`config.mk`:
```
export PLATFORM = sky130hd
export DESIGN_NAME = cpu_memory_responder
export DESIGN_NICKNAME = d
export VERILOG_FILES = /design/src/rtl/cpu_memory_responder_pkg.sv /design/src/rtl/cpu_memory_responder_ram_sp_async_rd.sv /design/src/rtl/cpu_memory_responder.sv
export SDC_FILE = /design/constraint.sdc
export NUM_CORES = 1
export LEC_CHECK = 0
export CELL_PAD_IN_SITES_DETAIL_PLACEMENT = 0
export CELL_PAD_IN_SITES_GLOBAL_PLACEMENT = 2
export CORE_MARGIN = 4
export CORE_UTILIZATION = 47
export CTS_CLUSTER_DIAMETER = 30
export DETAILED_ROUTE_END_ITERATION = 6
export GPL_TIMING_DRIVEN = 0
export HOLD_SLACK_MARGIN = 0.12
export PLACE_DENSITY = 0.91
export SLEW_MARGIN = 15
export SYNTH_ARGS = -nofsm -noshare
export SYNTH_HDL_FRONTEND = slang
export SYNTH_SLANG_ARGS = --single-unit
export TNS_END_PERCENT = 20
```
`constraint.sdc`:
```
create_clock -name clk -period 7.6 [get_ports clk]
set_clock_uncertainty 0.1 [all_clocks]
set_input_delay 2.28 -clock clk [delete_from_list [all_inputs] [get_ports clk]]
set_output_delay 2.28 -clock clk [all_outputs]
set_load 0.02 [all_outputs]
```
`src/rtl/cpu_memory_responder_pkg.sv`:
```
// Shared widths and sequencer state encodings for the CPU memory responder.
// Boot order is ZERO (wipe RAM) -> LOAD (take program bytes) -> RUN (CPU owns RAM).
package cpu_memory_responder_pkg;

  localparam int ADDR_W_DEF = 4;
  localparam int DATA_W_DEF = 8;

  typedef enum logic [1:0] {
    ST_ZERO = 2'd0,
    ST_LOAD = 2'd1,
    ST_RUN  = 2'd2
  } state_t;

  // High when the pointer sits on the top word, which ends both ZERO and LOAD.
  function automatic logic ptr_at_last(input logic [ADDR_W_DEF-1:0] ptr);
    return (ptr == {ADDR_W_DEF{1'b1}});
  endfunction

endpackage

```
`src/rtl/cpu_memory_responder_ram_sp_async_rd.sv`:
```
// Single-port RAM: one synchronous write port and an asynchronous read port.
// Read-during-write to the same word returns the old contents until the next cycle.
module ram_sp_async_rd #(
  parameter int ADDR_W = 4,
  parameter int DATA_W = 8
) (
  input  logic              clk,
  input  logic              i_we,
  input  logic [ADDR_W-1:0] i_waddr,
  input  logic [DATA_W-1:0] i_wdata,
  input  logic [ADDR_W-1:0] i_raddr,
  output logic [DATA_W-1:0] o_rdata
);

  localparam int DEPTH = 2 ** ADDR_W;

  logic [DATA_W-1:0] r_mem [DEPTH];

  // Storage array update; no reset, contents are established by the boot wipe.
  always_ff @(posedge clk) begin
    if (i_we) begin
      r_mem[i_waddr] <= i_wdata;
    end
  end

  assign o_rdata = r_mem[i_raddr];

endmodule

```
`src/rtl/cpu_memory_responder.sv`:
```
// Memory-side responder for the CPU: RAM plus a boot sequencer that wipes the RAM,
// takes a program byte stream and only then releases the CPU from clear.
module cpu_memory_responder
  import cpu_memory_responder_pkg::*;
#(
  parameter int ADDR_W = ADDR_W_DEF,
  parameter int DATA_W = DATA_W_DEF
) (
  input  logic              clk,
  input  logic              clr,
  input  logic              read,
  input  logic              write,
  input  logic [ADDR_W-1:0] address,
  input  logic [DATA_W-1:0] memoryIn,
  output logic [DATA_W-1:0] memoryOut,
  input  logic              load_valid,
  input  logic [DATA_W-1:0] load_data,
  input  logic              load_last,
  output logic              load_ready,
  output logic              cpu_clr,
  output logic              conflict
);

  localparam int DEPTH = 2 ** ADDR_W;
  localparam logic [ADDR_W-1:0] LAST_ADDR = ADDR_W'(DEPTH - 1);

  state_t            r_state;
  logic [ADDR_W-1:0] r_ptr;
  logic              r_conflict;

  logic              w_we;
  logic [ADDR_W-1:0] w_waddr;
  logic [DATA_W-1:0] w_wdata;

  // Write-port ownership: sequencer during boot, CPU in RUN; clr blocks every write.
  always_comb begin
    w_we    = 1'b0;
    w_waddr = r_ptr;
    w_wdata = {DATA_W{1'b0}};
    if (clr) begin
      w_we = 1'b0;
    end else begin
      case (r_state)
        ST_ZERO: begin
          w_we    = 1'b1;
          w_waddr = r_ptr;
          w_wdata = {DATA_W{1'b0}};
        end
        ST_LOAD: begin
          w_we    = load_valid;
          w_waddr = r_ptr;
          w_wdata = load_data;
        end
        ST_RUN: begin
          w_we    = write;
          w_waddr = address;
          w_wdata = memoryIn;
        end
        default: begin
          w_we = 1'b0;
        end
      endcase
    end
  end

  // Boot sequencer state, write pointer and sticky read/write conflict flag.
  always_ff @(posedge clk) begin
    if (clr) begin
      r_state    <= ST_ZERO;
      r_ptr      <= {ADDR_W{1'b0}};
      r_conflict <= 1'b0;
    end else begin
      case (r_state)
        ST_ZERO: begin
          r_ptr <= r_ptr + ADDR_W'(1);
          if (r_ptr == LAST_ADDR) begin
            r_state <= ST_LOAD;
            r_ptr   <= {ADDR_W{1'b0}};
          end
        end
        ST_LOAD: begin
          if (load_valid) begin
            r_ptr <= r_ptr + ADDR_W'(1);
            // Reaching the top word ends the load, so the pointer can never overflow.
            if (load_last || (r_ptr == LAST_ADDR)) begin
              r_state <= ST_RUN;
            end
          end
        end
        ST_RUN: begin
          if (read && write) begin
            r_conflict <= 1'b1;
          end
        end
        default: begin
          r_state <= ST_ZERO;
          r_ptr   <= {ADDR_W{1'b0}};
        end
      endcase
    end
  end

  ram_sp_async_rd #(
    .ADDR_W (ADDR_W),
    .DATA_W (DATA_W)
  ) u_ram (
    .clk     (clk),
    .i_we    (w_we),
    .i_waddr (w_waddr),
    .i_wdata (w_wdata),
    .i_raddr (address),
    .o_rdata (memoryOut)
  );

  assign load_ready = (r_state == ST_LOAD);
  assign cpu_clr    = (r_state != ST_RUN);
  assign conflict   = r_conflict;

endmodule

```
; Word level (Yosys, flattened, before mapping)
; Memories as Yosys holds them, arrays and structs flattened.
; Index checks and enable logic that the tools add are counted.
[totals]
mem_count = 1
inputBits = 26
reg_bits = 7
mem_bits_rw = 128
out_inout_bits = 11
[op_classes]
add_sub_neg = 1
reduce_logical = 6
n_bitwise = 1
eq_ne = 7
muxes = 15
[memory_table]
columns = name, words, word_bits, read_ports, rd_clocked_by_memory_dff, wr, line
row1 = u_ram.r_mem, 16, 8, 1, 0, 1, cpu_memory_responder_ram_sp_async_rd.sv:17  ; logic [DATA_W-1:0] r_mem [DEPTH];
[op_table]
columns = op, n
row1 = $mux W4, 4
row2 = $pmux W8 S2, 1
row3 = $pmux W4 S3, 1
row4 = $mux W8, 1
row5 = $mux W2, 3
row6 = $ne A2 B2 Y1 const B, 3
row7 = $pmux W2 S3, 1
row8 = $add A4 B1 Y4 const B, 1
row9 = $eq A4 B4 Y1 const B, 1
row10 = $reduce_and A2 Y1, 2
row11 = $reduce_and A4 Y1, 1
row12 = $mux W1, 3
row13 = $pmux W1 S3, 1
row14 = $eq A2 B1 Y1 const B, 1
row15 = $eq A2 B2 Y1 const B, 1
row16 = $logic_not A2 Y1, 1
row17 = $ne A2 B1 Y1 const B, 1
row18 = $logic_and A1 B1 Y1, 1
row19 = $logic_or A1 B1 Y1, 1
row20 = $not A1 Y1, 1

; Longest topological paths before layout
[logic_depth]
word_depth = 5
depth_mapped = 8

; Modules after synthesis
; Synthesis repeated with hierarchy kept, for this count alone.
[hier_totals]
cells_unflattened = 295
hier_area_um2 = 5602.9
[by_module_without_submodules]
columns = module, instances, cells_per_inst, area_each_um2, seq_area_each_um2
row1 = ram_sp_async_rd, 1, 221, 4987.3, 3843.7
row2 = cpu_memory_responder, 1, 74, 615.6, 140.1

; Worst setup path before layout
; No wires, ideal clock.
[synth_path]
kind = input -> output
from = input address[0]
to = output memoryOut[0]
path_slack_ns = 1.802
t_arrival_ns = 3.418
n_path_buf = 3
cell_stages = 7
path_cell_list = buf_6 > buf_12 > buf_12 > mux2i_1 > nand2_1 > nand2_1 > o21ai_0
[synth_via]
elab_chain_cells = 1
[synth_lines]
columns = element, line
row1 = from (decl), cpu_memory_responder.sv:13  ; input logic [ADDR_W-1:0] address,
row2 = $mem_v2 Z16 W8, -
row3 = to (decl), cpu_memory_responder.sv:15  ; output logic [DATA_W-1:0] memoryOut,
; Every way passes these cells.

; Worst setup path in the final report
[layout_path]
from = input address[2]
to = output memoryOut[7]
; Same word-level chain as after synthesis.

==> flow_summary.json <==
{
  "grt_pass1_wl_um": 18500,
  "reg2reg_from": "r_state[0]",
  "syn-num-nets": 373,
  "hp-class": "flop to flop",
  "root_buffer": "clkbuf_16",
  "grt_pass1_vias": 3331,
  "power.density_nw_per_um2": 247,
  "post-route-period-util_pct": 93.6,
  "portBuffers": 34,
  "core_um2": 11600,
  "antenna_found_initial": 0,
  "worst_ep_arrival_time_ns": 4.73,
  "rr_worst_depth": 8,
  "die_h_um": 118,
  "worst_slack_ns": 0.486,
  "grt.met2_usage_pct": 30.8,
  "seqPwrFrac_pct": 49.3,
  "rsz0062_at_grt": "false",
  "drive_gt1_share_pct": 14.5,
  "vias_per_cell": 5.71,
  "syn_inst": 341,
  "syn_avg_cell_area_um2": 16.6,
  "hp-start": "conflict",
  "ys_warn_count": 0,
  "netlist_area_um2": 5650,
  "period_needed_ns": 7.11,
  "grtUsageMet1_pct": 21.9,
  "ys_top_cells_by_count": "edfxtp_1 (128), mux2i_1 (30), nor2_1 (29), nand2_1 (23), mux4_2 (19)",
  "synth_ff_type": "edfxtp_1",
  "cts.htree.levels": 4,
  "clkPwrFrac_pct": 45.2,
  "insertion_delay_ns": 0.40,
  "crit_path_max_fanout": 10,
  "cp_slowest_stage_delay_ns": 0.67,
  "ir_worst_vdd_mv": 0.206,
  "top_usage_layer": "met2",
  "fmax_mhz": 141,
  "drt-wirelength-per-cell_um": 21.2,
  "drc_errors": 0,
  "grtUsageTotal_pct": 17.7,
  "clock_sinks": 135,
  "crit_start": "address[2]",
  "post_cts_resize_count": 0,
  "combPwrFrac_pct": 5.5,
  "dieArea_um2": 13800,
  "vias": 3142,
  "syn_to_final_growth_pct": 18.9,
  "slew_headroom_pct": 26.4,
  "cp-start-kind": "input port",
  "p_leak_nw": 2.39,
  "synthArstFlopShare_pct": 0,
  "synth_top_area_cell": "edfxtp_1",
  "overflow": 0,
  "synth.top_cell.area_share_pct": 68.0,
  "drt_iter0_markers": 223,
  "p_switching_mw": 0.327,
  "ys_types": 40,
  "synth_top_cells_by_area": "edfxtp_1 (68%), mux4_2 (7.6%), mux2i_1 (5.3%), dfxtp_1 (2.5%), nor2_1 (1.9%)",
  "postCtsSetupBuffers": 0,
  "seq_area_frac_synth_pct": 70.5,
  "yosys.cell_count.top_type": "edfxtp_1",
  "fp.dieW_um": 118,
  "p_total_mw": 1.66,
  "setup_viol": 0,
  "synth_seq_cells": 135,
  "p_int_mw": 1.33,
  "slew_viol_final": 0,
  "netSwitchingFraction_pct": 19.8,
  "worst_pin_slew_ns": 1.10,
  "cts_buffer_depth": 2,
  "dp_worst_setup_slack_ns": 0.449,
  "cp_cell_sequence": "clkdlybuf4s50_1 -> buf_2 -> clkinv_1 -> mux2i_1 -> o21ai_0 -> clkdlybuf4s50_1",
  "firstDrtPassIters": 4,
  "crit_slowest_cell": "clkdlybuf4s50_1",
  "clkSlewWorstSetupHoldPaths_ns": 0.06,
  "ios": 37,
  "setup_tns_ns": 0,
  "ant_nets": 0,
  "final_nets": 426,
  "routed_wl_um": 11600,
  "cp-end-kind": "primary output",
  "grtUsageMet3_pct": 5.43,
  "row_count": 39,
  "grt_max_degree": 17,
  "cts_tree": "done",
  "synth_edf_count": 128,
  "cpMostUsedCell": "clkdlybuf4s50_1",
  "min_path_cells": 2,
  "routabilityCongestion": 0.770,
  "status": "completed",
  "cts_buffers": 17,
  "start_util_pct": 48.7,
  "hold_violations": 0,
  "critPathKind": "input port to primary output",
  "hpwl_um": 7940,
  "hold_buffers": 0,
  "maxCapViolations": 0,
  "critical_path_required_ns": 5.22,
  "insertedDiodeCount": 0
}
[through the flow]
stage / instances / cell area, µm² / util, % / hold slack, ns
after detailed placement: 518 / 6170 / 53.1 / 0.366
after CTS: 550 / 6720 / 57.8 / 0.392
after floorplan: 341 / 5650 / - / 0.381
final: 550 / 6720 / 57.8 / 0.395
after global routing: 550 / 6720 / 57.8 / 0.408
after global placement: 518 / 6170 / 53.1 / 0.363
[cells in the final DEF (no fill, tap or decap), drive strengths merged]
cell type,instances
mux2i,30
and2,1
a21o,1
or3,1
a22oi,8
o21ai,18
nor3,2
nand3b,2
o2111ai,4
bufinv,2
o21a,1
a31oi,5
nor4bb,1
dfxtp,7
nor2b,4
or2,1
a21oi,5
xnor2,2
clkinv,12
buf,10
nor3b,2
clkbuf,25
a221oi,5
ha,6
a211oi,2
nor2,29
nand2,23
clkdlybuf4s50,34
inv,6
nand2b,1
edfxtp,128
mux4,20
nand3,7
mux2,2
[metal layers]
metal | part of all wire (%) | vias up
met3 | 6.5 | 9
met1 | 39 | 1588
met5 | 0 | -
met2 | 54 | 93
li1 | - | 1452
met4 | 0.65 | 0
[worst max-delay path, delay by kind of cell]
kind | cells | cell delay, ns
buf+inv | 4 | 1.96
compound gates | 1 | 0.27
mux | 1 | 0.22
[registers in the layout, indices dropped and copies added, names as in the netlist]
| register | flops |
|---|---|
| conflict | 1 |
| u_ram.r_mem | 128 |
| r_ptr | 4 |
| r_state | 2 |
[cells by family (layout without fill, tap and decap cells)]
kind of cell | after synthesis | in the layout | share of synthesized area (%)
buf+inv | 23 | 89 | 2.52
xor+xnor | 2 | 2 | 0.310
simple gates | 74 | 74 | 5.89
compound gates | 49 | 49 | 5.69
mux | 52 | 52 | 13.8
flops | 135 | 135 | 70.5
fa+ha+maj | 6 | 6 | 1.33
[layout make-up]
type / count / area [µm²]
timing repair buffer: 34 / 340
inverter: 7 / 26.3
buffer: 16 / 116
sequential: 135 / 3980
tap: 143 / 179
fill: 905 / 4900
clock buffer: 19 / 433
multi-input combinational: 183 / 1530
clock inverter: 13 / 113
[worst paths after layout]
kind	end	slack, ns
worst max-delay path	memoryOut[7]	0.49
worst min-delay path	conflict	0.40
worst max register to register	u_ram.r_mem[5][1]	4.69
worst min register to register	conflict	0.40
[power by group through the flow]
stage | clock network (mW) | registers [mW] | logic (mW)
after CTS | 0.765 | 0.816 | 0.0928
after floorplan | 0 | 0.830 | 0.0539
after global routing | 0.805 | 0.817 | 0.0983
final | 0.749 | 0.817 | 0.0913
after detailed placement | 0 | 0.832 | 0.0925
after global placement | 0 | 0.831 | 0.0907
No activity file was read; power rests on OpenSTA's default activity.
